**config.mk**
```make
export PLATFORM = sky130hd
export DESIGN_NAME = dr_sink
export DESIGN_NICKNAME = d
export VERILOG_FILES = /design/src/rtl/dr_pkg.sv /design/src/rtl/dr_sink_fifo.sv /design/src/rtl/dr_sink.sv
export SDC_FILE = /design/constraint.sdc
export NUM_CORES = 1
export LEC_CHECK = 0
export ABC_AREA = 1
export BUFFER_PORTS_ARGS = -buffer_cell sky130_fd_sc_hd__buf_2
export CAP_MARGIN = 25
export CORE_MARGIN = 1.5
export CORE_UTILIZATION = 40
export DETAILED_ROUTE_END_ITERATION = 16
export PLACE_DENSITY = 0.62
export SYNTH_ARGS = -nofsm -noshare
export SYNTH_HDL_FRONTEND = slang
export SYNTH_HIERARCHICAL = 1
export SYNTH_SLANG_ARGS = --single-unit
```
**constraint.sdc**
```tcl
create_clock -name ck -period 3.05 [get_ports ck]
set_input_delay 0.305 -clock ck [delete_from_list [all_inputs] [get_ports ck]]
set_output_delay 0.305 -clock ck [all_outputs]
set_load 0.1 [all_outputs]
```
**src/rtl/dr_pkg.sv**
```systemverilog
// Shared types and helpers for the dual-rail sink: FSM states, FIFO count width, per-bit rail decode.
package dr_pkg;

   typedef enum logic [0:0] {WAIT_DATA, WAIT_NULL} dr_sink_state_e;

   function automatic int cnt_width(input int depth);
      return $clog2(depth) + 1;
   endfunction

   function automatic logic bit_valid(input logic t, input logic f);
      return t ^ f;
   endfunction

   function automatic logic bit_null(input logic t, input logic f);
      return ~t & ~f;
   endfunction

   function automatic logic bit_illegal(input logic t, input logic f);
      return t & f;
   endfunction

endpackage

```
**src/rtl/dr_sink_fifo.sv**
```systemverilog
// Small synchronous FIFO; push lands next edge, head is 0 while empty.
// Push while full is accepted only when a pop happens on the same edge.
module dr_sink_fifo
   import dr_pkg::*;
#(
   parameter int W     = 8,
   parameter int DEPTH = 2,
   localparam int CW   = cnt_width(DEPTH)
) (
   input  logic          ck,
   input  logic          reset,
   input  logic          i_push,
   input  logic [W-1:0]  i_push_dat,
   input  logic          i_pop,
   output logic          o_full,
   output logic          o_empty,
   output logic [W-1:0]  o_head,
   output logic [CW-1:0] o_count
);

   localparam int AW = $clog2(DEPTH);

   logic [W-1:0]  r_mem [DEPTH];
   logic [AW-1:0] r_wp;
   logic [AW-1:0] r_rp;
   logic [CW-1:0] r_cnt;
   logic          w_push;
   logic          w_pop;

   assign o_full  = (r_cnt == CW'(DEPTH));
   assign o_empty = (r_cnt == '0);
   assign w_pop   = i_pop & ~o_empty;
   assign w_push  = i_push & (~o_full | w_pop);

   always_ff @(posedge ck) begin
      if (w_push) r_mem[r_wp] <= i_push_dat;
   end

   // Power-of-two depth lets the pointers wrap by plain overflow.
   always_ff @(posedge ck or negedge reset) begin
      if (!reset) begin
         r_wp  <= '0;
         r_rp  <= '0;
         r_cnt <= '0;
      end else begin
         if (w_push) r_wp <= r_wp + AW'(1);
         if (w_pop)  r_rp <= r_rp + AW'(1);
         case ({w_push, w_pop})
            2'b10:   r_cnt <= r_cnt + CW'(1);
            2'b01:   r_cnt <= r_cnt - CW'(1);
            default: r_cnt <= r_cnt;
         endcase
      end
   end

   assign o_head  = o_empty ? '0 : r_mem[r_rp];
   assign o_count = r_cnt;

endmodule

```
**src/rtl/dr_sink.sv**
```systemverilog
// Dual-rail four-phase RZ receiver: completion -> FIFO push + d_ack one edge later; full FIFO withholds d_ack.
// Optional sticky illegal-code flag err under DR_SINK_ILLEGAL_CHECK_EN.
module dr_sink
   import dr_pkg::*;
#(
   parameter int W     = 8,
   parameter int DEPTH = 2
) (
   input  logic         ck,
   input  logic         reset,
   input  logic [W-1:0] d_t,
   input  logic [W-1:0] d_f,
   output logic         d_ack,
   output logic [W-1:0] q_data,
   output logic         q_valid,
   input  logic         q_ready
`ifdef DR_SINK_ILLEGAL_CHECK_EN
   ,
   output logic         err
`endif
);

   localparam int CW = cnt_width(DEPTH);

   dr_sink_state_e r_state;
   dr_sink_state_e w_state_nxt;
   logic           r_ack;
   logic           w_ack_nxt;
   logic           w_push;
   logic           w_pop;
   logic           w_full;
   logic           w_empty;
   logic           w_complete;
   logic           w_spacer;
   logic [W-1:0]   w_valid;
   logic [W-1:0]   w_null;
   logic [CW-1:0]  w_count;

   always_comb begin
      w_valid = '0;
      w_null  = '0;
      for (int i = 0; i < W; i++) begin
         w_valid[i] = bit_valid(d_t[i], d_f[i]);
         w_null[i]  = bit_null(d_t[i], d_f[i]);
      end
   end

   // An illegal bit is neither valid nor null, so it stalls both states on its own.
   assign w_complete = &w_valid;
   assign w_spacer   = &w_null;
   assign q_valid    = ~w_empty;
   assign w_pop      = q_valid & q_ready;

   always_comb begin
      w_state_nxt = r_state;
      w_ack_nxt   = r_ack;
      w_push      = 1'b0;
      case (r_state)
         WAIT_DATA: begin
            if (w_complete && (!w_full || w_pop)) begin
               w_push      = 1'b1;
               w_ack_nxt   = 1'b1;
               w_state_nxt = WAIT_NULL;
            end
         end
         WAIT_NULL: begin
            if (w_spacer) begin
               w_ack_nxt   = 1'b0;
               w_state_nxt = WAIT_DATA;
            end
         end
         default: begin
            w_ack_nxt   = 1'b0;
            w_state_nxt = WAIT_DATA;
         end
      endcase
   end

   always_ff @(posedge ck or negedge reset) begin
      if (!reset) begin
         r_state <= WAIT_DATA;
         r_ack   <= 1'b0;
      end else begin
         r_state <= w_state_nxt;
         r_ack   <= w_ack_nxt;
      end
   end

   assign d_ack = r_ack;

   dr_sink_fifo #(.W(W), .DEPTH(DEPTH)) u_fifo (
      .ck         (ck),
      .reset      (reset),
      .i_push     (w_push),
      .i_push_dat (d_t),
      .i_pop      (w_pop),
      .o_full     (w_full),
      .o_empty    (w_empty),
      .o_head     (q_data),
      .o_count    (w_count)
   );

   a_count_bound: assert property (@(posedge ck) disable iff (!reset) w_count <= CW'(DEPTH));

`ifdef DR_SINK_ILLEGAL_CHECK_EN
   logic [W-1:0] w_illegal;
   logic         r_err;

   always_comb begin
      w_illegal = '0;
      for (int i = 0; i < W; i++) w_illegal[i] = bit_illegal(d_t[i], d_f[i]);
   end

   always_ff @(posedge ck or negedge reset) begin
      if (!reset)          r_err <= 1'b0;
      else if (|w_illegal) r_err <= 1'b1;
   end

   assign err = r_err;
`endif

endmodule

```
; Word-level counts from Yosys, hierarchy flattened
; Memory sizes are Yosys's and may differ from the RTL's.
; Index checks and enable logic that the tools add are counted.
[word_totals]
elab_cells = 73
regBits = 6
ramBits = 16
n_memories = 1
output_inout_bits = 10
input_bits = 19
[mem_list]
columns = name, depth, word_bits, read_ports, rd_clocked_by_memory_dff, wr, line_no
row1 = u_fifo.r_mem, 2, 8, 1, 0, 1, dr_sink_fifo.sv:23  ; logic [W-1:0] r_mem [DEPTH];
[classes]
n_eq_ne = 5
n_addsub = 4
mux = 11
bitwise_logic = 39
n_reduce_logical = 8
[op_table]
columns = operator, n
row1 = $not 1->1, 19
row2 = $reduce_and 8->1, 2
row3 = $and 1x1->1, 11
row4 = $mux 8, 1
row5 = $xor 1x1->1, 8
row6 = $mux 1, 7
row7 = $eq 2x2->1 const B, 2
row8 = $pmux 1 s2, 2
row9 = $pmux 2 s2, 1
row10 = $add 1x1->1 const B, 2
row11 = $add 2x1->2 const B, 1
row12 = $eq 2x1->1 const B, 1
row13 = $logic_not 2->1, 1
row14 = $ne 2x1->1 const B, 1
row15 = $ne 2x2->1 const B, 1
row16 = $reduce_and 2->1, 1
row17 = $reduce_bool 2->1, 1
row18 = $sub 2x1->2 const B, 1
row19 = $logic_and 1x1->1, 1
row20 = $logic_not 1->1, 1
row21 = $logic_or 1x1->1, 1
row22 = $or 1x1->1, 1

; Logic depth before layout (Yosys ltp)
; Gate-level depths: netlist of the first run.
[logic_depth]
ltp_word = 10
mapped_depth = 13
ltp_nobuf = 13

; Cells and area by module
; The synthesis of the first run kept the hierarchy.
[by_module_without_submodules]
columns = mod, area_each_um2, cells_each, seq_area_each_um2, instances
row1 = dr_sink_fifo, 838.3, 71, 580.6, 1
row2 = dr_sink, 339.1, 56, 50.0, 1

; Worst setup path before layout of the first run
; OpenSTA, ideal clock, no wires.
[synth_timing]
path_kind = register to output
startpoint = register u_fifo.r_rp
endpoint = output q_data[0]
stages_incl_launch_ff = 5
path_slack_ps = 599
required_time_ps = 2745
path_buffers = 1
arrival_ps = 2146
cell_sequence = dfrtp_1 buf_2 clkinv_1 nand2_1 a21oi_1
[synth_between]
elab_chain_cells = 2
[synth_lines]
columns = item, line_no
row1 = "start, declared", dr_sink_fifo.sv:25  ; logic [AW-1:0] r_rp;
row2 = "start signal, assigned", dr_sink_fifo.sv:47  ; if (w_pop) r_rp <= r_rp + AW'(1);
row3 = $mem_v2 2x8, --
row4 = $mux 8, dr_sink_fifo.sv:56  ; assign o_head = o_empty ? '0 : r_mem[r_rp];
row5 = "end, declared", dr_sink.sv:14  ; output logic [W-1:0] q_data,
; No other way between the ends.

; Final worst setup path of the first run
[layout_timing]
startpoint = register u_fifo.r_cnt[0] (netlist: u_fifo/o_count[0])
endpoint = memory u_fifo.r_mem[0][7], enable pin
[layout_between]
elab_chain_cells = 10
elab_cells_between_ends = 15
classes_between = 1 x eq/ne / 4 x mux / 6 x bitwise / 4 x reduce/logical
[layout_lines]
columns = item, line_no
row1 = "start, declared", dr_sink_fifo.sv:26  ; logic [CW-1:0] r_cnt;
row2 = "start signal, assigned", dr_sink_fifo.sv:49  ; 2'b10: r_cnt <= r_cnt + CW'(1);
row3 = "start signal, assigned", dr_sink_fifo.sv:50  ; 2'b01: r_cnt <= r_cnt - CW'(1);
row4 = "start signal, assigned", dr_sink_fifo.sv:51  ; default: r_cnt <= r_cnt;
row5 = $logic_not 2->1, dr_sink_fifo.sv:31  ; assign o_empty = (r_cnt == '0);
row6 = named net w_empty, dr_sink.sv:32  ; logic w_empty;
row7 = $not 1->1, dr_sink.sv:51  ; assign q_valid = ~w_empty;
row8 = $and 1x1->1, dr_sink.sv:52  ; assign w_pop = q_valid & q_ready;
row9 = $logic_or 1x1->1, dr_sink.sv:60  ; if (w_complete && (!w_full || w_pop)) begin
row10 = $logic_and 1x1->1, dr_sink.sv:60
row11 = $mux 1, dr_sink.sv:60
row12 = $mux 1, dr_sink.sv:58  ; case (r_state)
row13 = named net w_push, dr_sink.sv:29  ; logic w_push;
row14 = $and 1x1->1, dr_sink_fifo.sv:33  ; assign w_push = i_push & (~o_full | w_pop);
row15 = $mux 1, dr_sink_fifo.sv:36  ; if (w_push) r_mem[r_wp] <= i_push_dat;
row16 = $mux 1 (implied by the code), dr_sink_fifo.sv:36
row17 = "end, declared", dr_sink_fifo.sv:23
; The timed path passes the listed nets, and every way through them passes these cells.

==> flow_summary_export.csv, run 1 <==
group,metric,value,unit
min_path,holdPathStages,1,
sta,relSlewSlack,0.511,
floorplanning,die_x,57.3,um
min_path,worstHoldStart,"d_t[6]",
setup_path,critPathLaunchType,"flip-flop",
setup_path,crit_path_end_kind,"flip-flop",
route,firstDrtPassIters,4,
route,vias,872,
layout,num-fill-cells,262,
run,maxCapViolations,0,
yosys,synth_mux_area_frac,0,
sta,finalCritPeriodShare,0.723,
setup_path,r2r_cells,8,
clocking,cts_buffers,3,
floorplanning,die_y,57.3,um
clocking,cts_setup_buffers,0,
sta,finalHoldViolations,0,
floorplanning,start_util,0.423,
setup_path,crit_fanout,11,
clocking,clock_latency,300,ps
yosys,synth-seq-area-share,0.536,
floorplanning,pin_count,29,
setup_path,critPathTopFamily,"simple AND/OR/NAND/NOR gates",
route,drc,0,
status,outcome,"complete, no violations",
sta,layout_min_cycle_time,2200,ps
yosys,synth_area_leaders,"edfxtp_1 41%, dfrtp_1 13%, nand2_1 9.2%",
layout,antenna_cells,0,
setup_path,cp_slowest_cell,"nor2_1",
sta,fin_skew,1.54,ps
route,via_per_inst,4.59,
sta,grt_setup_unrepaired,"false",
setup_path,worstPathArrival,2150,ps
yosys,synth_top_family_by_area,"simple AND/OR/NAND/NOR gates",
placement,gp_congestion,0.802,
yosys,avgSynthCellArea,9.27,sq um
clocking,clkSinkCount,22,
floorplanning,rows,19,
sta,worst_pin_slew,731,ps
yosys,synthCells,127,
yosys,yosys.area_share.simple,0.200,
layout,fin_area,1410,sq um
power,swShare,0.562,
layout,layout_common_cells,"29 x nand2_1, 28 x buf_2, 25 x inv_1, 16 x edfxtp_1, 10 x nor2_1",
sta,setup_violations,0,
setup_path,worstPathRequired,3000,ps
yosys,synthXorXnorAreaFrac,0.0223,
global_route,antenna_found_initial,0,
setup_path,r2r-end,"u_fifo/r_mem[0][7]",
yosys,ys_types,21,
clocking,cts_tree,"done",
route,wl_per_cell,11.3,um
placement,io_buffers,28,
layout,drive_above_1_share,0.277,
route,ant_nets,0,
sta,timing_max_transition_violations_final,0,
global_route,grt-ovfl-total,0,
route,drt_iter0_markers,17,
setup_path,worstReg2RegStart,"u_fifo/o_count[0]",
placement,hpwl,1.77,mm
yosys,synth_fa_ha_area_frac,0.0850,
power,intPower,0.000623,W
sta,setup_tns,0,ps
clocking,h-tree-depth,1,
yosys,netlist_area,1180,sq um
setup_path,r2r_setup_slack,850,ps
power,p_leak,0.710,nW
yosys,yosys_register_bits,22,
yosys,synth_compound_area_frac,0.0606,
clocking,clkSlewWorstSetupHoldPaths,120,ps
power,p_seq_frac,0.278,
route,routed_wl,2.15,mm
yosys,synth_top_area_cell,"edfxtp_1",
min_path,hold_end,"u_fifo/r_mem[0][6]",
power,power.switching,0.000799,W
setup_path,crit_chain,"inv_2, nand2_4, inv_2, o21ai_2, nand2b_1, nor2_1, o21ai_2, nor2_1",
layout,mostFrequentLayoutCell,"nand2_1",
setup_path,slowest_delay,580,ps
floorplanning,die-area,3280,sq um
layout,fin_nets,187,
global_route,grt_max_degree,14,
global_route,grt_pass1_wl,3.80,mm
layout,areaGrowthSynthToFinish,20.1,%
power,powerDensity,1010,nW/um^2
power,pwr-share-clk,0.153,
yosys,syn-num-nets,154,
clocking,clock_path_buffers,2,
power,ir_drop,0.000860,V
power,p_comb_frac,0.569,
setup_path,crit_type,"reg -> reg",
min_path,hold_path.class,"in -> reg",
global_route,grt.total_usage,0.153,
placement,post_dp_cell_area,1350,sq um
setup_path,crit_buf_inv,2,
yosys,yosysWarnings,6,
yosys,yosysTopAreaCellShare,0.408,
floorplanning,coreArea,2780,sq um
sta,fmax,0.454,GHz
global_route,grt_pass1_vias,851,
clocking,clockRootBuffer,"clkbuf_4",
==> final cells by class <==
type / instances / area, sq um / area share
inverters: 29 / 109 / 0.0770
repair buffers: 29 / 150 / 0.106
clock buffers: 3 / 22.5 / 0.0159
clock inverters: 1 / 30.0 / 0.0212
multi-input cells: 75 / 433 / 0.306
flip-flops and latches: 22 / 631 / 0.446
well taps: 31 / 38.8 / 0.0274
==> metrics by stage <==
stage / hold slack (ps) / utilization / setup slack, ps / total power (W) / cells
after CTS: 198 / 0.508 / 830 / 0.00143 / 190
final: 213 / 0.508 / 845 / 0.00142 / 190
after floorplan: 9.41 / - / 599 / 0.00111 / 127
after detailed placement: 148 / 0.486 / 744 / 0.00122 / 185
after global placement: 138 / 0.486 / 798 / 0.00120 / 185
after global routing: 181 / 0.508 / 709 / 0.00149 / 190
==> synth_stat cells <==
cell and n:
ha_1 8, o21ai_2 2, xor2_1 3, clkinv_1 1
nand4_1 1, edfxtp_1 16, a31oi_1 1, inv_1 25
nor2_1 10, o31ai_1 1, dfrtp_1 6, nand2_4 1
nor2_2 1, nand3_2 2, nand2_1 29, nand3_1 4
buf_2 1, a21oi_1 8, inv_2 3, nand2b_1 1
nand2_2 3
==> flip-flops by register name, indices dropped and copies added, names as in the netlist <==
register        cells
d_ack               1
u_fifo/r_mem       16
u_fifo/r_wp         1
u_fifo/o_count      2
u_fifo/r_rp         1
r_state             1
==> how the worst max path moves through the flow <==
| stage | startpoint | end | depth (start not counted) |
|---|---|---|---|
| final | u_fifo/o_count[0] | u_fifo/r_mem[0][7] | 8 |
| after global routing | u_fifo/o_count[0] | u_fifo/r_mem[0][2] | 8 |
| after CTS | u_fifo/o_count[0] | u_fifo/r_mem[0][1] | 8 |
| after detailed placement | d_t[7] | u_fifo/r_mem[0][7] | 9 |
| after global placement | d_t[7] | u_fifo/r_mem[0][7] | 9 |
| after floorplan | u_fifo/r_rp | q_data[0] | 4 |
==> power by group through the flow <==
stage	Sequential [W]	Clock (W)	Combinational, W
after global placement	0.000400	0	0.000801
after global routing	0.000402	0.000237	0.000855
after CTS	0.000397	0.000222	0.000815
after floorplan	0.000408	0	0.000700
final	0.000395	0.000217	0.000809
after detailed placement	0.000403	0	0.000813
==> cell families after synthesis <==
group           Yosys count
xor+xnor                  3
flops                    22
simple gates             52
fa+ha+maj                 8
buf+inv                  30
compound gates           12
==> layer usage <==
layer,global-route usage,vias to the layer above,share of wire
li1,-,466,-
met1,0.200,383,0.49
met2,0.246,21,0.46
met3,0.0363,2,0.045
met4,0.0598,0,0.0079
met5,0,-,0
==> repair_timing <==
item / 4_1_cts / 5_1_grt
gates resized for setup: 0 / 0
hold buffers: 1 / 0
endpoints found under the setup margin: 0 / 0
endpoints found under the hold margin: 6 / 0
(Power assumes the default switching activity.)
==> inputs of run 2 (changes only) <==
--- a/config.mk
+++ b/config.mk
@@ -5,7 +5,7 @@
 export SDC_FILE = /design/constraint.sdc
 export NUM_CORES = 1
 export LEC_CHECK = 0
-export ABC_AREA = 1
+export ABC_AREA = 0
 export BUFFER_PORTS_ARGS = -buffer_cell sky130_fd_sc_hd__buf_2
 export CAP_MARGIN = 25
 export CORE_MARGIN = 1.5
==> constraint.sdc (replaced) <==
create_clock -name ck -period 2.1 [get_ports ck]
set_input_delay 0.21 -clock ck [delete_from_list [all_inputs] [get_ports ck]]
set_output_delay 0.21 -clock ck [all_outputs]
set_load 0.1 [all_outputs]
==> run 2 against run 1 <==
Sequential share of layout area rose by 0.84 points. Flip-flop and latch count unchanged. First-iteration DRC count is 24% lower. Die area fell by 3.9%. Clock skew up 0.77 ps. Critical endpoint is now q_data[5]. Largest cell class unchanged. Largest power group unchanged. Highest routed layer unchanged.
==> flow_summary_export.csv, run 2 <==
group,metric,value,unit
route,drt_iter0_markers,13,
layout,mostFrequentLayoutCell,"buf_2",
layout,top_register,"u_fifo/r_mem",
setup_path,worstPathRequired,1890,ps
layout,num-fill-cells,268,
setup_path,critPathTopFamily,"flip-flops",
clocking,h-tree-depth,1,
power,ir_drop,0.000902,V
min_path,worstHoldStart,"d_t[4]",
yosys,synth_area_leaders,"edfxtp_1 43%, dfrtp_1 13%, ha_1 8.9%",
yosys,yosysWarnings,6,
yosys,yosys_register_bits,22,
setup_path,r2r_setup_slack,230,ps
power,intPower,0.000835,W
layout,fin_nets,160,
power,power.switching,0.000636,W
floorplanning,start_util,0.416,
setup_path,slowest_delay,680,ps
layout,layout.cells.non_filler,163,
setup_path,r2r_cells,7,
power,swShare,0.432,
yosys,netlist_area,1130,sq um
clocking,cts_buffers,3,
sta,worst_pin_slew,508,ps
setup_path,r2r-end,"u_fifo/r_mem[0][0]",
layout,multi_input_area,418,sq um
setup_path,crit_path_end_kind,"primary output",
global_route,grt.total_usage,0.144,
setup_path,crit_buf_inv,1,
floorplanning,die_x,56.1,um
route,vias,784,
setup_path,critPathLaunchType,"flip-flop",
min_path,hold_end,"u_fifo/r_mem[0][4]",
global_route,antenna_found_initial,0,
clocking,clkSinkCount,22,
yosys,synth_ff_type,"edfxtp_1",
power,pwr-share-clk,0.220,
yosys,yosysTopAreaCellShare,0.426,
min_path,holdPathStages,1,
yosys,avgSynthCellArea,11.5,sq um
global_route,grt_pass1_vias,747,
setup_path,crit_type,"reg -> out",
global_route,grt_pass1_wl,3.44,mm
placement,dp_cells,158,
sta,setup_tns,0,ps
sta,timing_max_transition_violations_final,0,
clocking,clkSlewWorstSetupHoldPaths,130,ps
setup_path,worstPathArrival,1680,ps
min_path,hold_path.class,"in -> reg",
layout,drive_above_1_share,0.333,
layout,largest_reg_flops,16,
setup_path,worstReg2RegStart,"u_fifo/o_count[0]",
route,routed_wl,2.10,mm
yosys,synth-seq-area-share,0.559,
floorplanning,die_y,56.1,um
route,drc,0,
yosys,synthCells,98,
placement,io_buffers,28,
run,maxCapViolations,0,
floorplanning,coreArea,2710,sq um
setup_path,crit_fanout,9,
yosys,syn-num-nets,125,
power,p_leak,0.662,nW
floorplanning,pin_count,29,
power,p_comb_frac,0.396,
yosys,synth_top_area_cell,"edfxtp_1",
sta,fin_skew,2.31,ps
setup_path,cp_slowest_cell,"dfrtp_1",
global_route,grt_max_degree,14,
status,outcome,"complete, no violations",
layout,antenna_cells,0,
yosys,synth_edf_count,16,
placement,gp_congestion,0.719,
clocking,cts_tree,"done",
floorplanning,rows,19,
sta,relSlewSlack,0.661,
yosys,synthMostInstantiatedCell,"inv_1",
sta,finalCritPeriodShare,0.899,
clocking,clock_path_buffers,2,
placement,hpwl,1.62,mm
global_route,grt-ovfl-total,0,
route,wl_per_cell,12.9,um
sta,finalHoldViolations,0,
sta,grt_setup_unrepaired,"false",
sta,fmax,0.530,GHz
route,via_per_inst,4.81,
route,ant_nets,0,
layout,ff_latch_area,631,sq um
sta,setup_violations,0,
layout,layout_common_cells,"28 x buf_2, 20 x inv_1, 16 x edfxtp_1, 9 x nor2_1, 9 x mux2i_1",
route,firstDrtPassIters,4,
power,p_seq_frac,0.384,
yosys,async_flop_share,0.273,
clocking,clockRootBuffer,"clkbuf_4",
power,powerDensity,1060,nW/um^2
layout,areaGrowthSynthToFinish,22.9,%
sta,layout_min_cycle_time,1890,ps
setup_path,crit_chain,"mux2i_1, nor2_1, buf_2",
yosys,ys_types,26,
floorplanning,die-area,3150,sq um
clocking,cts_setup_buffers,0,
clocking,clock_latency,300,ps
yosys,synth_commonest_cells,"20 x inv_1, 16 x edfxtp_1, 13 x nor2_1",
[run 2: cell count changes after synthesis, moves of 3 or more]
cell and delta:
a21oi_1 -6, inv_1 -5, inv_2 -3, mux2i_1 +9
nand2_1 -28, nand3_1 -3, nor2_1 +3, xor2_1 -3
[run 2: per-stage QoR]
| stage | power (W) | area [sq um] | worst slack (ps) | utilization | hold slack [ps] |
|---|---|---|---|---|---|
| after floorplan | 0.00106 | 1140 | -23.2 | - | -85.6 |
| after global placement | 0.00115 | 1320 | 152 | 0.488 | 44.5 |
| after detailed placement | 0.00116 | 1320 | 107 | 0.488 | 49.1 |
| after CTS | 0.00149 | 1390 | 147 | 0.512 | 82.2 |
| after global routing | 0.00154 | 1390 | 45.7 | 0.512 | 76.7 |
| final | 0.00147 | 1390 | 212 | 0.512 | 98.1 |
[run 2: worst register-to-register path: stages (launching register included)]
cell,delay [ps]
dfrtp_1,480
nor2_1,120
nor2b_4,180
o2111ai_2,150
nor2_1,260
nand2_2,100
nor2_1,150
buf_4,180
[run 2: worst max-delay path by stage]
stage / from / end / slack, ps / cells after the start
final: u_fifo/r_rp / q_data[5] / 210 / 3
after global routing: u_fifo/o_count[0] / u_fifo/r_mem[0][0] / 50 / 7
after CTS: u_fifo/o_count[0] / u_fifo/r_mem[1][1] / 150 / 5
after detailed placement: d_t[6] / u_fifo/r_mem[1][3] / 110 / 7
after global placement: d_t[7] / u_fifo/r_mem[1][3] / 150 / 7
after floorplan: u_fifo/r_rp / q_data[4] / -20 / 3
[run 2: cell type report]
cell class                      count  area share
Multi-Input combinational cell     54       0.301
Sequential cell                    22       0.454
Clock inverter                      1      0.0216
Clock buffer                        3      0.0162
Timing Repair Buffer               32       0.124
Inverter                           20      0.0541
Tap cell                           31      0.0280
[run 2: power by group through the flow]
stage,clock network [W],registers (W),logic [W]
detailed placement,0,0.000573,0.000584
floorplan,0,0.000558,0.000505
finish,0.000324,0.000564,0.000582
CTS,0.000338,0.000564,0.000588
global placement,0,0.000572,0.000576
global route,0.000353,0.000571,0.000616
[run 2: timing repair]
action | 4_1_cts | 5_1_grt
resized for setup | 0 | 1
hold buffers | 1 | 0
setup endpoints to repair | 0 | 8
hold endpoints to repair | 6 | 0
[run 2: cell families after synthesis]
kind of cell | after synthesis | share of synthesized area
AND/OR/NAND/NOR | 26 | 0.123
buffers and inverters | 22 | 0.0809
flip-flops | 22 | 0.559
AO/OA/AOI/OAI | 9 | 0.0532
multiplexers | 9 | 0.0798
adder cells (fa/ha/maj) | 8 | 0.0887
XOR/XNOR | 2 | 0.0155
[run 2: metal layers]
| layer | share of wire | vias up | track usage |
|---|---|---|---|
| met5 | 0 | - | 0 |
| met4 | 0.0067 | 0 | 0.0510 |
| met3 | 0.047 | 2 | 0.0302 |
| met2 | 0.51 | 20 | 0.244 |
| met1 | 0.44 | 365 | 0.182 |
| li1 | - | 397 | - |
==> inputs of run 3 (changes only) <==
--- a/config.mk
+++ b/config.mk
@@ -5,13 +5,14 @@
 export SDC_FILE = /design/constraint.sdc
 export NUM_CORES = 1
 export LEC_CHECK = 0
-export ABC_AREA = 0
+export ABC_AREA = 1
 export BUFFER_PORTS_ARGS = -buffer_cell sky130_fd_sc_hd__buf_2
 export CAP_MARGIN = 25
 export CORE_MARGIN = 1.5
 export CORE_UTILIZATION = 40
 export DETAILED_ROUTE_END_ITERATION = 16
 export PLACE_DENSITY = 0.62
+export REMOVE_ABC_BUFFERS = 1
 export SYNTH_ARGS = -nofsm -noshare
 export SYNTH_HDL_FRONTEND = slang
 export SYNTH_HIERARCHICAL = 1
==> run 3 against run 2 <==
Flip-flop and latch count is the same. Setup slack lost 10 ps. Highest routed layer unchanged. Critical endpoint is now q_data[3]. Maximum frequency shrank 0.55%.
==> flow_summary_export.csv, run 3 (synthesis results as in run 1) <==
group,metric,value,unit
sta,layout_min_cycle_time,1900,ps
layout,areaGrowthSynthToFinish,19.8,%
clocking,cts_resized,0,
layout,layout.cells.non_filler,193,
route,via_per_inst,4.74,
sta,finalCritPeriodShare,0.904,
route,firstDrtPassIters,4,
power,pwr-share-clk,0.095,
power,powerDensity,1390,nW/um^2
global_route,grt_max_degree,13,
clocking,cts_buffers,3,
sta,fin_skew,11.3,ps
global_route,grt.total_usage,0.166,
sta,setup_violations,0,
power,total_power,0.00196,W
route,ant_nets,0,
power,power.switching,0.00117,W
global_route,grt_pass1_vias,917,
power,intPower,0.000790,W
floorplanning,die-area,3280,sq um
clocking,h-tree-depth,1,
clocking,clock_path_buffers,2,
placement,dp_cells,188,
sta,worst_pin_slew,486,ps
setup_path,worstPathRequired,1890,ps
power,p_comb_frac,0.611,
clocking,cts_setup_buffers,0,
layout,fin_nets,190,
floorplanning,pin_count,29,
setup_path,crit_type,"reg -> out",
run,maxCapViolations,0,
global_route,grt_pass1_wl,4.08,mm
setup_path,crit_path_end_kind,"primary output",
clocking,cts_tree,"done",
route,drt_iter0_markers,15,
route,vias,915,
route,drc,0,
setup_path,critPathLaunchType,"flip-flop",
floorplanning,die_x,57.3,um
placement,post-place-ws,268,ps
global_route,grt-ovfl-total,0,
setup_path,worstPathArrival,1690,ps
setup_path,crit_fanout,9,
sta,grt_setup_unrepaired,"false",
power,swShare,0.597,
layout,num-fill-cells,284,
clocking,clock_latency,300,ps
power,p_leak,0.713,nW
route,wl_per_cell,11.9,um
clocking,clkSlewWorstSetupHoldPaths,120,ps
route,routed_wl,2.31,mm
layout,mostFrequentLayoutCell,"nand2_1",
power,ir_drop,0.00106,V
clocking,clkSinkCount,22,
layout,largest_reg_flops,16,
placement,gp_congestion,0.820,
floorplanning,start_util,0.423,
floorplanning,rows,19,
layout,layout_common_cells,"29 x nand2_1, 28 x buf_2, 25 x inv_1, 16 x edfxtp_1, 10 x nor2_1",
status,outcome,"complete, no violations",
floorplanning,die_y,57.3,um
power,p_seq_frac,0.294,
global_route,antenna_found_initial,0,
placement,hpwl,1.89,mm
min_path,hold_path.class,"in -> reg",
layout,antenna_cells,0,
sta,finalHoldViolations,0,
floorplanning,coreArea,2780,sq um
placement,io_buffers,28,
sta,timing_max_transition_violations_final,0,
clocking,clockRootBuffer,"clkbuf_4",
sta,fmax,0.527,GHz
layout,top_register,"u_fifo/r_mem",
sta,setup_ws,201,ps
layout,drive_above_1_share,0.284,
sta,relSlewSlack,0.678,
## run 3: changes by cell type in the layout (fill, tap and decap cells not counted), moves of 3 or more
cell and delta:
a21oi_1 +6, nand3_1 +3, mux2i_1 -9, inv_2 +3, nand2_1 +28, nor2_2 -3, inv_1 +5, xor2_1 +3
## run 3: through the flow
step	util	TNS (ps)	cell area (sq um)	hold slack (ps)
2_1_floorplan	-	-1770	1170	-85.6
3_3_place_gp	0.494	0	1370	41.5
3_5_place_dp	0.494	0	1370	40.9
4_1_cts	0.507	0	1410	100
5_1_grt	0.507	0	1410	80.1
6_report	0.507	0	1410	108
## run 3: power groups by stage
stage / registers [W] / logic (W) / clock network (W)
2_1_floorplan: 0.000609 / 0.000993 / 0
3_3_place_gp: 0.000580 / 0.00119 / 0
3_5_place_dp: 0.000586 / 0.00120 / 0
4_1_cts: 0.000577 / 0.00120 / 0.000196
5_1_grt: 0.000585 / 0.00126 / 0.000221
6_report: 0.000576 / 0.00120 / 0.000187
## run 3: final cells by class
cell class | instances | area (sq um) | share of cell area
well taps | 31 | 38.8 | 0.0275
multi-input cells | 75 | 433 | 0.307
inverters | 29 | 109 | 0.0772
clock buffers | 3 | 22.5 | 0.0160
clock inverters | 1 | 3.75 | 0.00266
flip-flops and latches | 22 | 631 | 0.447
repair buffers | 32 | 173 | 0.122
## run 3: path summary, 6_finish.rpt
kind | start | to | slack [ps] | depth (start not counted)
worst max-delay path | u_fifo/r_rp | q_data[3] | 200 | 4
worst min-delay path | d_t[5] | u_fifo/r_mem[0][5] | 110 | 1
worst max register to register | u_fifo/o_count[0] | u_fifo/r_mem[0][1] | 250 | 9
worst min register to register | d_ack | d_ack | 490 | 2
max in group asynchronous | reset | u_fifo/r_rp | 1710 | 2
min in group asynchronous | reset | u_fifo/o_count[1] | 260 | 2
## run 3: what timing repair did
item	4_1_cts	5_1_grt
endpoints found under the setup margin	0	0
hold buffers	1	0
endpoints found under the hold margin	6	0
## run 3: critical path, stage by stage, from the launching register on
cell	delay [ps]
dfrtp_1	540
clkinv_1	340
nand2_1	150
a21oi_1	70
buf_2	300
## run 3: metal layers
metal,track usage,vias to the layer above,part of all wire
li1,-,473,-
met1,0.228,424,0.49
met2,0.264,16,0.47
met3,0.0295,2,0.029
met4,0.0598,0,0.0074
met5,0,-,0
